==> config.mk <==
export PLATFORM = sky130hd
export DESIGN_NAME = r4mdc_twiddle_gen
export DESIGN_NICKNAME = d
export VERILOG_FILES = /design/src/rtl/r4mdc_twiddle_gen.sv
export SDC_FILE = /design/constraint.sdc
export NUM_CORES = 1
export LEC_CHECK = 0
export CELL_PAD_IN_SITES_DETAIL_PLACEMENT = 1
export CELL_PAD_IN_SITES_GLOBAL_PLACEMENT = 1
export CORE_MARGIN = 2
export CORE_UTILIZATION = 39
export DETAILED_ROUTE_END_ITERATION = 10
export PLACE_DENSITY_LB_ADDON = 0.08
export SETUP_SLACK_MARGIN = 0.02
export SLEW_MARGIN = 20
export SYNTH_ARGS = -nofsm -noshare
export SYNTH_HDL_FRONTEND = slang
export SYNTH_SLANG_ARGS = --single-unit
export TNS_END_PERCENT = 30
==> constraint.sdc <==
create_clock -name clk -period 5.8 [get_ports clk]
set_input_delay 1.74 -clock clk [delete_from_list [all_inputs] [get_ports clk]]
set_output_delay 1.74 -clock clk [all_outputs]
set_load 0.1 [all_outputs]
==> src/rtl/r4mdc_twiddle_gen.sv <==
// Radix-4 MDC stage twiddle sequencer: counts accepted samples, emits W^(b*e) for branches 1..3 from a quarter-wave ROM.
// Latency 2 cycles (exponent/address register, then ROM read + sign/swap register); tw_valid mirrors in_valid.
// No backpressure and no buffering; define TWIDDLE_IFFT_EN for conjugate (inverse-FFT) twiddles.
module r4mdc_twiddle_gen #(
    parameter int WL    = 16,
    parameter int N     = 64,
    parameter int STAGE = 0
) (
    input  logic          clk,
    input  logic          rst_n,
    input  logic          start,
    input  logic          in_valid,
    output logic [WL-1:0] tw1_r,
    output logic [WL-1:0] tw1_i,
    output logic [WL-1:0] tw2_r,
    output logic [WL-1:0] tw2_i,
    output logic [WL-1:0] tw3_r,
    output logic [WL-1:0] tw3_i,
    output logic          tw_valid,
    output logic          frame_done,
    output logic          busy
);
    localparam int LOGN = $clog2(N);
    localparam int CW   = LOGN - 2;
    localparam int Q    = N / 4;
    localparam int SH   = 2 * STAGE;
    localparam int SPAN = N >> (SH + 2);
    localparam logic [CW-1:0] CNT_LAST = CW'(Q - 1);
    localparam logic [CW-1:0] POS_MASK = CW'(SPAN - 1);
    localparam logic [CW:0]   QA       = (CW+1)'(Q);

    // Elaboration-time cosine via Taylor series; angle never exceeds pi/2.
    function automatic logic [WL-1:0] cos_q(input int m);
        real x;
        real term;
        real sum;
        int  r;
        x    = 2.0 * 3.14159265358979323846 * real'(m) / real'(N);
        term = 1.0;
        sum  = 1.0;
        for (int i = 1; i < 14; i++) begin
            term = -term * x * x / real'((2 * i - 1) * (2 * i));
            sum  = sum + term;
        end
        r = $rtoi(sum * real'(1 << (WL - 1)) + 0.5);
        if (r > (1 << (WL - 1)) - 1) r = (1 << (WL - 1)) - 1;
        if (r < 0) r = 0;
        return WL'(r);
    endfunction

    logic signed [WL-1:0] rom [0:Q];
    for (genvar m = 0; m <= Q; m++) begin : g_rom
        localparam logic [WL-1:0] CV = cos_q(m);
        assign rom[m] = CV;
    end

    typedef enum logic {IDLE, RUN} state_t;
    state_t        state, state_d;
    logic [CW-1:0] cnt, cnt_d;
    logic          accept;
    logic          cnt_last;

    assign accept   = (state == RUN) && in_valid;
    assign cnt_last = (cnt == CNT_LAST);
    assign busy     = (state != IDLE);

    always_ff @(posedge clk or negedge rst_n) begin
        if (!rst_n) begin
            state <= IDLE;
            cnt   <= '0;
        end else begin
            state <= state_d;
            cnt   <= cnt_d;
        end
    end

    always_comb begin
        state_d = state;
        cnt_d   = cnt;
        case (state)
            IDLE: begin
                if (start) begin
                    state_d = RUN;
                    cnt_d   = '0;
                end
            end
            default: begin
                if (in_valid) begin
                    if (cnt_last) begin
                        cnt_d = '0;
                        if (!start) state_d = IDLE;
                    end else begin
                        cnt_d = cnt + 1'b1;
                    end
                end
            end
        endcase
    end

    // Base exponent e = (c mod L/4) * 4^s; branch multiples wrap modulo N.
    logic [LOGN-1:0] e1, e2, e3;
    assign e1 = {2'b00, cnt & POS_MASK} << SH;
    assign e2 = e1 << 1;
    assign e3 = e1 + e2;

    logic                 v1, last1;
    logic [3:1][LOGN-1:0] k_q;

    always_ff @(posedge clk or negedge rst_n) begin
        if (!rst_n) begin
            v1    <= 1'b0;
            last1 <= 1'b0;
            k_q   <= '0;
        end else begin
            v1    <= accept;
            last1 <= accept && cnt_last;
            if (accept) k_q <= {e3, e2, e1};
        end
    end

    logic signed [WL-1:0] re_d [1:3];
    logic signed [WL-1:0] im_d [1:3];

    for (genvar b = 1; b <= 3; b++) begin : g_br
        logic [1:0]           q;
        logic [CW:0]          a_cos, a_sin;
        logic signed [WL-1:0] cv, sv, cs, sn;

        assign q     = k_q[b][LOGN-1 -: 2];
        assign a_cos = {1'b0, k_q[b][CW-1:0]};
        assign a_sin = QA - a_cos;
        assign cv    = rom[a_cos];
        assign sv    = rom[a_sin];

        always_comb begin
            cs = cv;
            sn = sv;
            case (q)
                2'd0: begin cs = cv;  sn = sv;  end
                2'd1: begin cs = -sv; sn = cv;  end
                2'd2: begin cs = -cv; sn = -sv; end
                default: begin cs = sv; sn = -cv; end
            endcase
        end

        assign re_d[b] = cs;
`ifdef TWIDDLE_IFFT_EN
        assign im_d[b] = sn;
`else
        assign im_d[b] = -sn;
`endif
    end

    always_ff @(posedge clk or negedge rst_n) begin
        if (!rst_n) begin
            tw_valid   <= 1'b0;
            frame_done <= 1'b0;
            tw1_r      <= '0;
            tw1_i      <= '0;
            tw2_r      <= '0;
            tw2_i      <= '0;
            tw3_r      <= '0;
            tw3_i      <= '0;
        end else begin
            tw_valid   <= v1;
            frame_done <= last1;
            if (v1) begin
                tw1_r <= re_d[1];
                tw1_i <= im_d[1];
                tw2_r <= re_d[2];
                tw2_i <= im_d[2];
                tw3_r <= re_d[3];
                tw3_i <= im_d[3];
            end
        end
    end
endmodule

# == Word level (Yosys, flattened, before mapping) ==
# Memory sizes are Yosys's and may differ from the RTL's. A register that Yosys moved wholly into a read port is not among the register bits.
# Cells that the tools add are included.
# Widths: inputs -> output; s select.
# word_totals
output_inout_bits,99
memories,6
in_bits,4
register_bits,99
mem_bits_ro,3072
elab_cells,75
# classes
n_eq_ne,4
reduce_logical,7
addsub,12
bitwise_logic,6
n_lt_le_gt_ge,5
muxes,22
# mem_list
name,depth,width,rd,rd_ports_with_merged_regs,wr,line_no,text
(name not given),32,16,1,0,0,133,assign sv = rom[a_sin];
(name not given),32,16,1,0,0,132,assign cv = rom[a_cos];
(name not given),32,16,1,0,0,133,
(name not given),32,16,1,0,0,132,
(name not given),32,16,1,0,0,133,
(name not given),32,16,1,1,0,132,
# op_table
cell,count
$mux 16,10
$neg 16->16,7
$pmux 16 s3,2
$pmux 16 s2,2
$ge 6x6->1 const B,5
$not 4->6,3
$not 5->6,3
$mux 4,4
$sub 5x4->5 const A,3
$add 4x5->6,1
$add 4x1->4 const B,1
$eq 4x4->1 const B,1
$logic_not 2->1,2
$mux 1,4
$eq 2x1->1 const B,1
$eq 2x2->1 const B,1
$logic_and 1x1->1,2
$ne 2x2->1 const B,1
$reduce_and 2->1,1
$reduce_bool 2->1,1
$logic_not 1->1,1

# == Depth between registers and ports, before layout ==
# depth
depth_word,8
ltp_mapped,23
ltp_nobuf,16

# == Worst setup path before layout ==
# No wires, ideal clock.
# synth_timing
kind,register to register
startpoint,register k_q (netlist bit g_br[3].a_cos[0])
endpoint,register tw3_i[11]
stages_incl_launch_ff,22
path_slack_ns,0.214
period_less_slack_ns,5.586
required_time_ns,5.680
setup_ns,0.120
n_path_buf,6
arrival_ns,5.466
cell_sequence,dfrtp_1 -> buf_2 -> clkbuf_1 -> buf_2 -> buf_2 -> buf_1 -> clkinv_1 -> ha_1 -> buf_4 -> mux2_2 -> a22oi_1 -> o211ai_2 -> inv_1 -> ha_1 -> nor2b_1 -> a32oi_1 -> nor4_4 -> and3_1 -> a2bb2oi_1 -> nand3_1 -> or4_4 -> a31o_1
# synth_via
elab_chain_cells,8
elab_cells_between_ends,13
cone_classes,4 x add/sub; 5 x mux; 2 x bitwise; 2 x memory
# synth_rtl
item,line_no,text
start: declaration,107,logic [3:1][LOGN-1:0] k_q;
start signal: assignment,117,"if (accept) k_q <= {e3, e2, e1};"
$sub 5x4->5,131,assign a_sin = QA - a_cos;
$not 5->6 (implied by the code),133,
$mem_v2 32x16,n/a,
$mux 16 (implied by the code) (2 in a row),133,
$neg 16->16,141,2'd2: begin cs = -cv; sn = -sv; end
$pmux 16 s3 (*),138,case (q)
$neg 16->16 (*),150,assign im_d[b] = -sn;
end signal: assignment,173,tw3_i <= im_d[3];
end: declaration,18,"output logic [WL-1:0] tw3_i,"
# Mark *: on every way between the ends. The rest lies on a longest branch, timed or not. The select of a mux whose other input is x is not followed.
# A chain may end at the register's enable or synchronous reset.

# == Final worst setup path ==
# layout_timing
startpoint,register k_q (netlist bit g_br[3].a_cos[1])
endpoint,register tw3_i[14]
# The elaborated chain is that of the path after synthesis.

==> reports/results.tsv <==
metric	value	unit
Final Net Count	1250	
EDFF count, synth	0	
Die Y	159	um
Max-slew headroom	27.2	%
CP Launch Type	register	
reg-to-reg startpoint	g_br[3].a_cos[1]	
Cell variety after synth	100	
vias in the first global route	9240	
crit path capture	tw3_i[14]	
Critical-path top delay cell	nor4b_1	
crit path buf inv count	2	
DRT antenna net count	0	
initial antenna violation count	0	
area occupied by multi-input gates	5960	um^2
ys async rst share	100	%
most common flop cell mapped by yosys	dfrtp_1	
gr ovfl total	0	
Clock Latency Late Sink	0.42	ns
Final Cycle Share	83.8	%
wire per inst	21.7	um
hold slack	0.373	ns
Vias	9386	
worst stage delay on the critical path	0.58	ns
critical-path cell list	inv_1 > ha_1 > nand2b_1 > o22ai_1 > a211oi_1 > inv_1 > ha_1 > nor2b_1 > a32oi_1 > nor4_4 > o22ai_1 > a211o_1 > nand4bb_1 > nor4b_1 > o31ai_1	
Setup CP Type	reg -> reg	
post-DR vias/cell	6.05	
pin count of the biggest net entering global routing	72	
GPL Wtd Cong	0.953	
post-layout min period	4.86	ns
max-cap violations	0	
Mapped Cells	1165	
share of cells above drive strength 1	11.4	%
die footprint	25300	um^2
max-slew violations	0	
status	finished clean	
Syn Nets	1196	
routed wire length	33700	um
final count of negative-setup-slack endpoints	0	
die span in x	159	um
Worst-Margin Slew	1.09	ns
Critical Path Stages	15	
Antenna Cells	0	
Std-Cell Rows	56	
GRT Util Overall	26.5	%
crit path DAT	5.14	ns
post-CTS sizing	0	
RSZ-0062 raised after global routing	no	
first-pass GRT wire length	54200	um
1st-iter DRT viols	769	
Area growth syn-to-layout	19.5	%
Clock Skew	0.00973	ns
FF/Latch Area	2840	um^2
Mapped Area	9390	um^2
CP top delay family	compound AO/OA/AOI/OAI gates	
Worst Setup SP	g_br[3].a_cos[1]	
CTS buffer count	17	
Max Clk Rate	206	MHz
Fillers	2844	
Final Non-Filler Cells	1551	
syn avg cell area	8.06	um^2
CTS Sinks	113	
TNS Setup	0	ns
Synth Register Bits	113	
CTS Hold Bufs	0	
H-tree Lvls	4	
TritonCTS clock tree	yes	
Critical Path End Type	register	
clk slew on worst S/H paths	0.07	ns
final hold violation count	0	
CTS max path bufs	2	
CTS root buf	clkbuf_16	
CP required	6.08	ns
Initial Util	39.9	%
postcts setup bufs	0	
Core ar.	23500	um^2
FF-to-FF End	tw3_i[14]	
Synth Warn #	0	
r2r setup slk	0.94	ns
Worst R2R Path Depth	15	
register area share after synthesis	30.1	%
Detailed Routing Iterations Pass 1	5	
worst hold path class	reg -> reg	
IO Port Bufs	101	
I/O Pins	103	
crit path max fanout	12	
Final HPWL DP	24100	um
Post-route DRC	0	
Placed Instances	1519	
==> layout by cell type, fill, tap and decap left out, types with 10 or more instances in the layout <==
master	n
mux2i_1	16
a21oi_1	109
xor2_1	19
nor2b_1	23
a211oi_1	21
mux2_2	31
xnor2_1	20
a22oi_1	12
nor2_1	141
nand2b_1	15
a311oi_1	10
o211ai_1	18
and2_1	11
buf_4	35
ha_1	24
dfrtp_1	109
nand3_1	22
nor3_1	16
o31ai_1	12
inv_1	38
a31oi_1	15
nand2_1	95
clkbuf_16	17
o21ai_0	85
clkdlybuf4s50_1	100
==> metal layers <==
layer | global-route usage (%) | vias up | wire [um]
met5 | 0 | - | 0
met4 | 6.07 | 0 | 535
met3 | 4.61 | 46 | 2110
met2 | 38.1 | 328 | 14100
met1 | 41.2 | 4656 | 17000
li1 | - | 4356 | -
==> synth_stat cells, drive strengths merged, types with 7 or more instances <==
cell type	number	share of area, %
nor2b	23	1.5
a21o	8	0.64
nor4	11	0.96
dfrtp	113	30
buf	29	2.0
a22oi	12	0.96
a311oi	10	0.93
or3	8	0.59
nor3	16	0.85
a31oi	15	1.0
o21a	9	0.72
nand3	23	1.3
mux2i	16	1.7
and3	8	0.53
o31ai	13	1.2
nor3b	7	0.67
a21oi	109	5.8
o311ai	8	0.75
and2	13	0.92
a211oi	23	2.0
xor2	20	1.9
xnor2	20	1.9
o21ai	88	4.7
nand2	95	3.8
o211ai	19	1.6
nand2b	15	1.0
mux2	31	3.7
or2	7	0.49
inv	39	1.6
nor2	141	5.6
clkbuf	71	2.8
o221ai	7	0.65
o22ai	7	0.47
ha	24	3.2
==> metrics by stage <==
step	setup slack [ns]	cell area, um^2	util (%)
2_1_floorplan	0.214	9390	-
6_report	0.937	11200	47.7
5_1_grt	0.550	11200	47.7
4_1_cts	0.988	11200	47.7
3_3_place_gp	1.28	10600	45.1
3_5_place_dp	1.11	10600	45.1
==> worst reg2reg max path, stage by stage, from the launching register on <==
cell       delay [ns]
dfrtp_1          0.50
inv_1            0.22
ha_1             0.50
nand2b_1         0.22
o22ai_1          0.11
a211oi_1         0.55
inv_1            0.22
ha_1             0.33
nor2b_1          0.16
a32oi_1          0.41
nor4_4           0.11
o22ai_1          0.16
a211o_1          0.25
nand4bb_1        0.27
nor4b_1          0.58
o31ai_1          0.14
==> final cells by class <==
type | instances | share of cell area, %
Multi-Input combinational cell | 911 | 53.1
Sequential cell | 113 | 25.3
Timing Repair Buffer | 135 | 11.3
Clock buffer | 18 | 3.91
Inverter | 41 | 1.37
Clock inverter | 14 | 1.51
Tap cell | 319 | 3.56
==> registers in the layout, indices dropped and copies added (netlist names) <==
name        flops
tw1_i          16
tw1_r          15
cnt             4
tw_valid        1
busy            1
tw2_r          16
g_br.a_cos      6
tw3_i          16
v1              1
tw3_r          16
frame_done      1
g_br.q          3
tw2_i          16
last1           1
==> how the worst min path moves through the flow <==
stage | slack (ns) | endpoint | startpoint | cells past startpoint
finish | 0.37 | frame_done | last1 | 0
detailed placement | 0.34 | frame_done | last1 | 0
global placement | 0.35 | frame_done | last1 | 0
CTS | 0.37 | frame_done | last1 | 0
global route | 0.37 | frame_done | last1 | 0
floorplan | 0.33 | frame_done | last1 | 0
==> kinds of logic (layout without fill, tap and decap cells) <==
kind of cell / count (synthesis) / after routing / share of synthesized area, %
buffers and inverters: 141 / 208 / 6.43
other: 1 / 1 / 0.0399
AOI/OAI and AO/OA: 390 / 390 / 27.6
and+or+nand+nor: 400 / 400 / 21.3
adders and majority gates: 27 / 27 / 3.84
muxes: 53 / 53 / 6.86
DFF: 113 / 113 / 30.1
xor gates and xnor gates: 40 / 40 / 3.81
Power is left out: the tool's default activity adds up to more than one toggle a clock period on the data nets, which glitch-free logic cannot reach.
